--- config.mk ---
export PLATFORM = sky130hd
export DESIGN_NAME = param_step_counter_flat
export DESIGN_NICKNAME = d
export VERILOG_FILES = /design/src/rtl/param_step_counter_pkg.sv /design/src/rtl/param_step_counter_if.sv /design/src/rtl/param_step_counter_step_slice.sv /design/src/rtl/param_step_counter.sv /design/src/flat_wrapper.sv
export SDC_FILE = /design/constraint.sdc
export NUM_CORES = 1
export LEC_CHECK = 0
export ABC_AREA = 1
export BUFFER_PORTS_ARGS = -buffer_cell sky130_fd_sc_hd__buf_4
export CAP_MARGIN = 15
export CORE_MARGIN = 2
export CORE_UTILIZATION = 30
export CTS_CLUSTER_SIZE = 10
export DETAILED_ROUTE_END_ITERATION = 10
export PLACE_DENSITY = 0.59
export SLEW_MARGIN = 5
export SYNTH_ARGS = -nofsm -noshare
export SYNTH_HDL_FRONTEND = slang
export SYNTH_SLANG_ARGS = --single-unit
--- constraint.sdc ---
create_clock -name clk -period 1.3 [get_ports clk]
set_clock_uncertainty 0.05 [all_clocks]
set_input_delay 0.065 -clock clk [delete_from_list [all_inputs] [get_ports clk]]
set_output_delay 0.065 -clock clk [all_outputs]
set_load 0.005 [all_outputs]
--- src/rtl/param_step_counter_pkg.sv ---
// Shared types and constants for the stride-2 step counter.
package psc_pkg;

  // Count direction as seen on the dir input.
  typedef enum logic {
    DIR_UP   = 1'b0,
    DIR_DOWN = 1'b1
  } dir_e;

  // Limit handling selected by the SATURATE parameter.
  localparam int LIM_WRAP = 0;
  localparam int LIM_SAT  = 1;

endpackage

--- src/rtl/param_step_counter_if.sv ---
// Control and status bundle of the step counter; clk and reset stay outside.
interface param_step_counter_if #(
  parameter int WIDTH = 8
);

  logic             en;
  logic             dir;
  logic             odd;
  logic             load;
  logic [WIDTH-1:0] load_val;
  logic             clr_ovf;
  logic [WIDTH-1:0] q;
  logic             tc;
  logic             ovf;
  logic             at_limit;

  // Driver side: issues commands, observes the count.
  modport master (
    output en, dir, odd, load, load_val, clr_ovf,
    input  q, tc, ovf, at_limit
  );

  // Counter side.
  modport slave (
    input  en, dir, odd, load, load_val, clr_ovf,
    output q, tc, ovf, at_limit
  );

endinterface

--- src/rtl/param_step_counter_step_slice.sv ---
// One bit of the up/down step field: toggles when carry/borrow arrives and
// propagates it onward when this bit is 1 (up) or 0 (down).
module step_slice
  import psc_pkg::*;
(
  input  logic bit_i,
  input  dir_e dir_i,
  input  logic cin_i,
  output logic bit_o,
  output logic cout_o
);

  assign bit_o  = bit_i ^ cin_i;
  assign cout_o = cin_i & (bit_i ^ (dir_i == DIR_DOWN));

endmodule

--- src/rtl/param_step_counter.sv ---
// Stride-2 up/down counter: q = {c, p}, c steps by one, p picks even/odd.
// Wrap or saturate at the limits, with terminal-count pulse and sticky overflow.
module param_step_counter
  import psc_pkg::*;
#(
  parameter int WIDTH    = 8,
  parameter int SATURATE = LIM_WRAP
) (
  input  logic                  clk,
  input  logic                  reset,
  param_step_counter_if.slave   bus
);

  localparam int CW = WIDTH - 1;

  logic [CW-1:0] c_q, c_d, c_step;
  logic          p_q, p_d;
  logic          tc_q, tc_d;
  logic          ovf_q, ovf_d;
  logic [CW:0]   carry;
  logic          limit_hit;
  dir_e          dir_s;
  logic          unused_lv0;

  assign dir_s      = dir_e'(bus.dir);
  assign unused_lv0 = bus.load_val[0];

  // The chain always injects one step; a carry out of the top slice means
  // this step crosses the limit (all-ones going up, zero going down).
  assign carry[0] = 1'b1;

  for (genvar i = 0; i < CW; i++) begin : g_slice
    step_slice u_slice (
      .bit_i  (c_q[i]),
      .dir_i  (dir_s),
      .cin_i  (carry[i]),
      .bit_o  (c_step[i]),
      .cout_o (carry[i+1])
    );
  end

  assign limit_hit = carry[CW];

  // Next state: load beats enable beats hold; a limit hit sets ovf over clr_ovf.
  always_comb begin
    c_d   = c_q;
    p_d   = p_q;
    tc_d  = 1'b0;
    ovf_d = ovf_q;
    if (bus.clr_ovf) ovf_d = 1'b0;
    if (bus.load) begin
      c_d = bus.load_val[WIDTH-1:1];
      p_d = bus.odd;
    end else if (bus.en) begin
      p_d  = bus.odd;
      tc_d = limit_hit;
      if (limit_hit) ovf_d = 1'b1;
      // Wrapping falls out of the toggle chain; saturation just holds c.
      if (!(limit_hit && (SATURATE == LIM_SAT))) c_d = c_step;
    end
  end

  // State registers, cleared asynchronously by the active-low reset.
  always_ff @(posedge clk or negedge reset) begin
    if (!reset) begin
      c_q   <= '0;
      p_q   <= 1'b0;
      tc_q  <= 1'b0;
      ovf_q <= 1'b0;
    end else begin
      c_q   <= c_d;
      p_q   <= p_d;
      tc_q  <= tc_d;
      ovf_q <= ovf_d;
    end
  end

  assign bus.q        = {c_q, p_q};
  assign bus.tc       = tc_q;
  assign bus.ovf      = ovf_q;
  assign bus.at_limit = limit_hit;

endmodule

--- src/flat_wrapper.sv ---
// flat-port wrapper written by rule: the top's interface ports become plain ports
module param_step_counter_flat import psc_pkg::*;
#(
  parameter int WIDTH    = 8,
  parameter int SATURATE = LIM_WRAP
)
  (clk, reset, bus_en, bus_dir, bus_odd, bus_load, bus_load_val, bus_clr_ovf, bus_q, bus_tc, bus_ovf, bus_at_limit);
  param_step_counter_if #(.WIDTH(WIDTH)) bus_i ();
  input  logic clk;
  input  logic reset;
  input wire logic [$bits(bus_i.en)-1:0] bus_en;
  input wire logic [$bits(bus_i.dir)-1:0] bus_dir;
  input wire logic [$bits(bus_i.odd)-1:0] bus_odd;
  input wire logic [$bits(bus_i.load)-1:0] bus_load;
  input wire logic [$bits(bus_i.load_val)-1:0] bus_load_val;
  input wire logic [$bits(bus_i.clr_ovf)-1:0] bus_clr_ovf;
  output wire logic [$bits(bus_i.q)-1:0] bus_q;
  output wire logic [$bits(bus_i.tc)-1:0] bus_tc;
  output wire logic [$bits(bus_i.ovf)-1:0] bus_ovf;
  output wire logic [$bits(bus_i.at_limit)-1:0] bus_at_limit;
  assign bus_i.en = bus_en;
  assign bus_i.dir = bus_dir;
  assign bus_i.odd = bus_odd;
  assign bus_i.load = bus_load;
  assign bus_i.load_val = bus_load_val;
  assign bus_i.clr_ovf = bus_clr_ovf;
  assign bus_q = bus_i.q;
  assign bus_tc = bus_i.tc;
  assign bus_ovf = bus_i.ovf;
  assign bus_at_limit = bus_i.at_limit;
  param_step_counter #(.WIDTH(WIDTH), .SATURATE(SATURATE)) u_core (.clk(clk), .reset(reset), .bus(bus_i));
endmodule
# [Word level (Yosys, flattened, before mapping)]
# Index checks and enable logic that the tools add are counted.
[classes] n_addsub=0 n_mul=0 n_div=0 order_cmp=0 n_eq_ne=0 shift=0 muxes=10 n_bitwise=20 reduce_logical=1
[op_table] operator="$mux 7" n=2
[op_table] operator="$xor 1x1->1" n=13
[op_table] operator="$mux 1" n=8
[op_table] operator="$and 1x1->1" n=6
[op_table] operator="$reduce_bool 2->1" n=1
[op_table] operator="$not 1->1" n=1
[totals] reg_bits=10 latchBits=0 ram_bits=0 rom_bits=0 in_bits=15 out_inout_bits=11 wordCells=35 mem_count=0

# [Depth between registers and ports, before layout]
# Gate-level depths: netlist of run 1.
[depth] word_depth=10 ltp_mapped=10 mapped_depth_nobuf=9

# [Hierarchy]
# From an unflattened synthesis of run 1, not the netlist that was laid out.
[unflattened] cells_unflattened=109 hier_area_um2=681.9
[modules_own_cells] module="param_step_counter" instances=1 cells_each=53 area_per_inst_um2=471.7 seq_area_each_um2=250.2
[modules_own_cells] module="step_slice" instances=7 cells_each=8 area_per_inst_um2=30.0 seq_area_each_um2=0.0

# [Worst setup path after synthesis of run 1]
# No wires, ideal clock.
[synth_path] path_type="register to register" from="register u_core.c_q[1]" to="register u_core.c_q[6]" t_arrival_ps=1003 required_time_ps=1129 slack_ps=125 stages_incl_launch_ff=9 synth_period_minus_slack_ps=1175 cell_sequence="dfrtp_1 > inv_1 > nand3_1 > nand2_2 > nand2_4 > nor2_4 > nand3_1 > nand3_1 > nand2_1"
[synth_via] elab_chain_cells=9
[synth_rtl] item="start, declared" line_no="param_step_counter.sv:16" text="logic [CW-1:0] c_q, c_d, c_step;"
[synth_rtl] item="start signal, assigned" line_no="param_step_counter.sv:66" text="c_q <= '0;"
[synth_rtl] item="start signal, assigned" line_no="param_step_counter.sv:71" text="c_q <= c_d;"
[synth_rtl] item="$xor 1x1->1" line_no="param_step_counter_step_slice.sv:14" text="assign cout_o = cin_i & (bit_i ^ (dir_i == DIR_DOWN));"
[synth_rtl] item="$and 1x1->1 (5 in series)" line_no="param_step_counter_step_slice.sv:14"
[synth_rtl] item="$xor 1x1->1" line_no="param_step_counter_step_slice.sv:13" text="assign bit_o = bit_i ^ cin_i;"
[synth_rtl] item="$mux 7" line_no="param_step_counter.sv:54" text="end else if (bus.en) begin"
[synth_rtl] item="$mux 7" line_no="param_step_counter.sv:51" text="if (bus.load) begin"
# Every way passes these cells. The select of a mux whose other input is x is not followed.
# A chain may end at the register's enable or synchronous reset.

# [Worst setup path in the final report of run 1]
[layout_path] from="register u_core.c_q[1]" to="output bus_at_limit"
[layout_via] elab_chain_cells=7
[layout_rtl] item="$xor 1x1->1" line_no="param_step_counter_step_slice.sv:14"
[layout_rtl] item="$and 1x1->1 (6 in series)" line_no="param_step_counter_step_slice.sv:14"
[layout_rtl] item="end, declared" line_no="flat_wrapper.sv:20" text="output wire logic [$bits(bus_i.at_limit)-1:0] bus_at_limit;"
# Every way passes these cells.

==> results of run 1 <==
==> metal layers <==
layer,vias up,routed length [um],track usage [%]
li1,363,-,-
met1,336,765,17.9
met2,20,922,25.8
met3,5,85,1.98
met4,0,36,8.12
met5,-,0,0
==> how the worst max path moves through the flow <==
stage	startpoint	to
finish	u_core.c_q[1]	bus_at_limit
global route	u_core.c_q[4]	bus_at_limit
CTS	u_core.c_q[1]	bus_at_limit
detailed placement	u_core.c_q[0]	u_core.c_q[6]
global placement	u_core.c_q[0]	u_core.c_q[6]
floorplan	u_core.c_q[1]	u_core.c_q[6]
==> sequential cells by signal, summed over array words and instances, names as in the netlist <==
name and count:
u_core.bus.ovf 1, u_core.p_q 1, u_core.bus.tc 1, u_core.c_q 7
==> power by group through the flow <==
stage | clock network [mW] | logic, mW | registers (mW)
after CTS | 0.232 | 0.338 | 0.375
after global routing | 0.240 | 0.401 | 0.383
final | 0.225 | 0.360 | 0.377
after global placement | 0 | 0.281 | 0.380
after detailed placement | 0 | 0.287 | 0.380
after floorplan | 0 | 0.193 | 0.381
==> worst min-delay path: cells and delay by family <==
family	cells	cell delay [ns]
buf+inv	1	0.16
simple gates	2	0.14
==> synth_stat cells <==
cell type                  instances  area, sq um
sky130_fd_sc_hd__inv_4             1         6.26
sky130_fd_sc_hd__inv_2             2         7.51
sky130_fd_sc_hd__nand3_1          10         50.1
sky130_fd_sc_hd__buf_4             8         60.1
sky130_fd_sc_hd__a21oi_1           1         5.00
sky130_fd_sc_hd__dfrtp_1          10          250
sky130_fd_sc_hd__o21ai_1           3         15.0
sky130_fd_sc_hd__clkinv_2          1         5.00
sky130_fd_sc_hd__xor2_1            5         43.8
sky130_fd_sc_hd__nand2_4           1         11.3
sky130_fd_sc_hd__nor2_4            2         22.5
sky130_fd_sc_hd__nand2_2           4         25.0
sky130_fd_sc_hd__buf_2             1         5.00
sky130_fd_sc_hd__inv_1            10         37.5
sky130_fd_sc_hd__nand2_1          16         60.1
sky130_fd_sc_hd__nor2_1            1         3.75
sky130_fd_sc_hd__nand4_1           1         6.26
sky130_fd_sc_hd__o21ai_0           2         10.0
sky130_fd_sc_hd__nand3_2           1         10.0
sky130_fd_sc_hd__mux2_2            1         11.3
sky130_fd_sc_hd__o22ai_2           1         12.5
sky130_fd_sc_hd__buf_6             1         11.3
sky130_fd_sc_hd__nor2_2            1         6.26
sky130_fd_sc_hd__a22oi_1           6         45.0
==> kinds of logic after synthesis <==
group,share of synthesized area [%]
simple gates,27.1
buf+inv,18.4
compound gates,12.2
flops,34.7
xor+xnor,6.08
mux,1.56
==> per-stage QoR <==
step	setup slack, ns	cells	hold slack (ns)
after CTS	-0.156	153	0.0889
final	-0.134	157	0.0933
after global placement	0.0976	136	-0.144
after detailed placement	0.0848	136	-0.141
after global routing	-0.222	157	0.105
after floorplan	0.125	90	-0.281
==> final cells by class <==
cell class | instances | share of cell area (%)
repair buffers | 46 | 34.4
flip-flops and latches | 10 | 22.8
inverters | 14 | 5.41
clock buffers | 3 | 2.03
multi-input cells | 56 | 32.2
well taps | 28 | 3.16
==> timing repair <==
item / 4_1_cts / 5_1_grt
endpoints found under the hold margin: 19 / 0
gates resized for setup: 5 / 9
setup buffers: 4 / 5
pin swaps: 4 / 7
endpoints found under the setup margin: 1 / 7
hold buffers: 10 / 0
==> out/summary.txt, run 1 <==
Timing-limited maximum frequency: 0.697 GHz
Flip-flop and latch count after synthesis: 10
FF-to-FF setup slack: -0.05 ns
Count of final setup violators: 3
Crit-path cells: inv_1, nand3_2, nand2_2, nand2_4, nor2_4, nand2_2, inv_2, buf_6
Total count of hold-check failures in the final report: 0
Most used cells in the layout excluding fill and tap cells: sky130_fd_sc_hd__buf_4 (33), sky130_fd_sc_hd__nand2_1 (15), sky130_fd_sc_hd__dlygate4sd3_1 (10)
Clock-pin slew reported for the worst setup and hold paths after clock tree synthesis: 0.07 ns
Clock network fraction of total power: 23.4%
Share of power burned in combinational logic: 37.5%
Power density cells: 867 mW/mm^2
DRC marker count from the first detailed-route iteration: 13
Max stage delay cell, worst path: sky130_fd_sc_hd__dfrtp_1
Count of antenna diodes in the layout: 0
Via count of the first global-routing pass: 748
Site row count: 17
CTS Sinks: 10
Multi-input logic area: 358 sq um
Status: finished, violations left
Tightest slew margin relative to the limit: 84.4%
Syn-to-layout area delta: 54.0%
DRT antenna net count: 0
Maximum vdd drop: 0.000454 V
Die boundary height: 53.0 um
Internal power consumption: 644 uW
Worst path depth: 8
Gate Count Post-Synth: 90
Total power draw: 962 uW
Synth warn: 0
Layout cells sized above 1: 48.8%
Pleak: 0.553 nW
Element type at the critical path end: output port
Pin count of the biggest net entering global routing: 11
Antenna violations before repair: 0
Sequential cell area: 253 sq um
WP data arrival: 1.32 ns
Clock buffers created by TritonCTS: 3
Violations in the final reports: negative setup slack
Total die area: 0.00281 sq mm
Post-DP HPWL: 1260 um
Final worst-path setup slack: -0.134 ns
Detailed Routing Iterations Pass 1: 3
Post-layout util: 49.7%
Total Routed Length: 1810 um
Area of the core: 0.00223 sq mm
Design Area, Final: 0.00111 sq mm
Number of fillers in the final layout: 230
Horizontal die dimension: 53.0 um
Worst-case reg-to-reg path depth: 9
Initial core utilization: 32.3%
Per-cell routed wire length: 11.5 um
Final max-slew violation count: 0
Fraction of the yosys area taken by sequential cells: 34.7%
Most common cell after layout, fill and taps aside: sky130_fd_sc_hd__buf_4
Count of input and output buffers: 24
Via count: 724
Syn avg cell area: 8.01 sq um
Critical path class: reg2out
Root buffer selected by CTS: sky130_fd_sc_hd__clkbuf_4
Hold worst-path end: u_core.c_q[4]
Total buffers and inverters traversed by the critical path: 3
Kind of cell adding the most delay to the critical path: flip-flops
Sequential Power Share: 39.2%
TritonCTS clock tree: done
Instance area at placement: 890 sq um
Classification of the worst-slack hold path: in2reg
Setup repair after global routing missed its margin: yes
Worst-path maximum fanout: 3
Post-layout minimum cycle time: 1.43 ns
Delay of the slowest cell on the worst path: 0.41 ns
Gp weighted congestion: 0.763
Remaining global-route overflow: 0
Switching power of the nets: 319 uW
Critical R2R Capture: u_core.bus.ovf
Launch instance of the worst min-delay path: bus_load
Tcrit/Tclk final: 110%
Hold Path Cell Cnt: 3
H-tree levels: 1
Worst skew pair latency: 0.27 ns
Overall fraction of global-route tracks in use: 15.0%
Net switching fraction of the power: 33.1%
Ratio of routed vias to standard cells: 4.61
Deepest clock path buffer count: 2
Reported max-cap violation count: 0
Reg-to-reg startpoint: u_core.c_q[1]
Count of pins on the block boundary: 26
Net count after synthesis: 105
Global-route wire length before repair: 3090 um
Data required time at the worst endpoint: 1.19 ns
Worst-margin pin slew: 0.234 ns
Syn Std Cell Area: 721 sq um
Layout net count: 146
Most common cell type on the critical path: sky130_fd_sc_hd__nand2_2
Worst Setup Start Kind: flip-flop
Total negative slack for setup checks: -0.226 ns
Final routed DRC violation total: 0
Synth unique cells: 24
Power figures use the tool's default switching activity.
==> inputs of run 2 (changes only) <==
--- a/config.mk
+++ b/config.mk
@@ -14,2 +14,3 @@
 export DETAILED_ROUTE_END_ITERATION = 10
+export HOLD_SLACK_MARGIN = 0.1
 export PLACE_DENSITY = 0.59
@@ -19 +20,2 @@
 export SYNTH_SLANG_ARGS = --single-unit
+export TNS_END_PERCENT = 50
==> constraint.sdc (replaced) <==
create_clock -name clk -period 1.3 [get_ports clk]
set_clock_uncertainty 0.05 [all_clocks]
set_input_delay 0.195 -clock clk [delete_from_list [all_inputs] [get_ports clk]]
set_output_delay 0.195 -clock clk [all_outputs]
set_load 0.005 [all_outputs]
==> out/summary.txt, run 2 (same netlist as run 1, synthesis figures left out) <==
Overall fraction of global-route tracks in use: 15.0% (about the same)
Count of antenna diodes in the layout: 0 (unchanged)
Total die area: 0.00281 sq mm (unchanged)
Most common cell after layout, fill and taps aside: sky130_fd_sc_hd__buf_4
Power density cells: 932 mW/mm^2 (+7.4%)
Most used cells in the layout excluding fill and tap cells: sky130_fd_sc_hd__buf_4 (38), sky130_fd_sc_hd__nand2_1 (15), sky130_fd_sc_hd__nand3_1 (9), sky130_fd_sc_hd__dfrtp_1 (9), sky130_fd_sc_hd__inv_1 (8)
Multi-input logic area: 353 sq um (-1.4%)
Setup repair after global routing missed its margin: yes
Horizontal die dimension: 53.0 um (unchanged)
Count of pins on the block boundary: 26 (unchanged)
Timing-limited maximum frequency: 0.660 GHz (-5.3%)
Post-layout minimum cycle time: 1.51 ns (+0.0806 ns)
Initial core utilization: 32.3% (unchanged)
Total placed cells including tap cells: 140 (+2.9%)
Global-route wire length before repair: 2950 um (-4.5%)
Max FFs per register: 7 (unchanged)
Violations in the final reports: negative setup slack
Post-Route Hold Slack: 0.118 ns (+0.0250 ns)
Tightest slew margin relative to the limit: 86.0% (+1.6 points)
Worst skew pair latency: 0.27 ns (about the same)
Final worst-path setup slack: -0.214 ns (-0.0806 ns)
Worst Setup Start Kind: flip-flop
Critical path class: reg2out
Classification of the worst-slack hold path: in2reg
Worst-margin pin slew: 0.209 ns (-0.0244 ns)
Count of input and output buffers: 24 (unchanged)
Final max-slew violation count: 0 (unchanged)
Pleak: 0.579 nW (+4.6%)
Clock-pin slew reported for the worst setup and hold paths after clock tree synthesis: 0.07 ns (about the same)
Via count: 721 (-0.41%)
Sequential cell area: 251 sq um (-0.49%)
Clock buffers created by TritonCTS: 3 (unchanged)
Deepest clock path buffer count: 2 (unchanged)
Maximum vdd drop: 0.000616 V (+36%)
Area of the core: 0.00223 sq mm (unchanged)
Worst-path maximum fanout: 3 (unchanged)
Remaining global-route overflow: 0 (unchanged)
Die boundary height: 53.0 um (unchanged)
Element type at the critical path end: output port
DRT antenna net count: 0 (unchanged)
Via count of the first global-routing pass: 677 (-9.5%)
Place WS: 0.00664 ns (-0.0781 ns)
Total count of hold-check failures in the final report: 0 (unchanged)
Final routed DRC violation total: 0 (unchanged)
Detailed Routing Iterations Pass 1: 4 (+1)
Most flop-heavy register: u_core.c_q
Post-DP HPWL: 1310 um (+3.6%)
Pin count of the biggest net entering global routing: 11 (unchanged)
Tcrit/Tclk final: 116% (+6.2 points)
Root buffer selected by CTS: sky130_fd_sc_hd__clkbuf_4
TritonCTS clock tree: done
Ratio of routed vias to standard cells: 4.51 (-2.3%)
CTS Sinks: 10 (unchanged)
Number of fillers in the final layout: 222 (-3.5%)
Antenna violations before repair: 0 (unchanged)
Layout net count: 148 (+1.4%)
Total Routed Length: 1840 um (+1.7%)
Final standard cell count with taps included and fillers excluded: 160 (+1.9%)
DRC marker count from the first detailed-route iteration: 17 (+4)
Per-cell routed wire length: 11.5 um (-0.19%)
Layout cells sized above 1: 51.5% (+2.7 points)
Syn-to-layout area delta: 56.1%
Data required time at the worst endpoint: 1.05 ns (-0.14 ns)
Site row count: 17 (unchanged)
H-tree levels: 1 (unchanged)
Status: finished, violations left
Reported max-cap violation count: 0 (unchanged)
WP data arrival: 1.27 ns (-0.05 ns)
Count of final setup violators: 7 (+4)
Gp weighted congestion: 0.762 (-0.13%)
-- run 2: cell types whose count changed in the layout (fill, tap and decap cells not counted), sizes merged --
cell	previous run	this run
buf	36	43
clkbuf	3	4
clkinv	1	0
dlygate4sd3	10	5
inv	13	14
-- run 2: final cells by class --
class                   instances  area share (%)
inverters                      14            5.12
clock buffers                   4            3.23
well taps                      28            3.11
flip-flops and latches         10            22.4
multi-input cells              56            31.4
repair buffers                 48            34.8
-- run 2: worst max-delay path: stages (launching register included) --
cell                      delay, ns
sky130_fd_sc_hd__dfrtp_1       0.40
sky130_fd_sc_hd__inv_2         0.06
sky130_fd_sc_hd__nand2_2       0.08
sky130_fd_sc_hd__nand2_4       0.06
sky130_fd_sc_hd__inv_4         0.07
sky130_fd_sc_hd__nand2_4       0.05
sky130_fd_sc_hd__nor2_4        0.09
sky130_fd_sc_hd__nand2_2       0.07
sky130_fd_sc_hd__inv_2         0.05
sky130_fd_sc_hd__buf_6         0.08
-- run 2: final timing paths --
check	from	end	slack (ns)	depth (start not counted)
max in group asynchronous	reset	u_core.c_q[5]	0.81	2
setup reg to reg	u_core.c_q[0]	u_core.c_q[5]	-0.05	10
hold reg to reg	u_core.p_q	u_core.p_q	0.47	1
min in group asynchronous	reset	u_core.bus.tc	0.23	2
setup / recovery	u_core.c_q[0]	bus_at_limit	-0.21	9
hold / removal	bus_load_val[7]	u_core.c_q[6]	0.12	3
-- run 2: what timing repair did --
action / in CTS / in global routing
resized for setup: 3 / 11
hold buffers: 4 / 1
setup endpoints to repair: 1 / 7
pin swaps: 4 / 5
buffers inserted: 4 / 7
endpoints found under the hold margin: 13 / 1
gates cloned: 0 / 0
-- run 2: report_power, final --
group          total, mW  switching (mW)  leakage [nW]  internal, mW
clock              0.281           0.111        0.0210         0.170
sequential         0.375          0.0338         0.124         0.341
combinational      0.392           0.172         0.434         0.219
-- run 2: metrics by stage --
step | instance area, sq um | power (mW) | util [%] | setup TNS, ns
after floorplan | 721 | 0.574 | - | 0
after detailed placement | 920 | 0.680 | 41.2 | 0
final | 1120 | 1.05 | 50.4 | -0.406
after global placement | 920 | 0.674 | 41.2 | 0
after CTS | 1030 | 1.00 | 46.3 | -0.295
after global routing | 1120 | 1.13 | 50.4 | -1.08
-- run 2: metal layers --
layer / GRT usage [%] / vias up / routed length (um)
met5: 0 / - / 0
met4: 5.56 / 0 / 34
met3: 5.37 / 5 / 104
met2: 26.3 / 22 / 939
met1: 16.4 / 322 / 761
li1: - / 372 / -
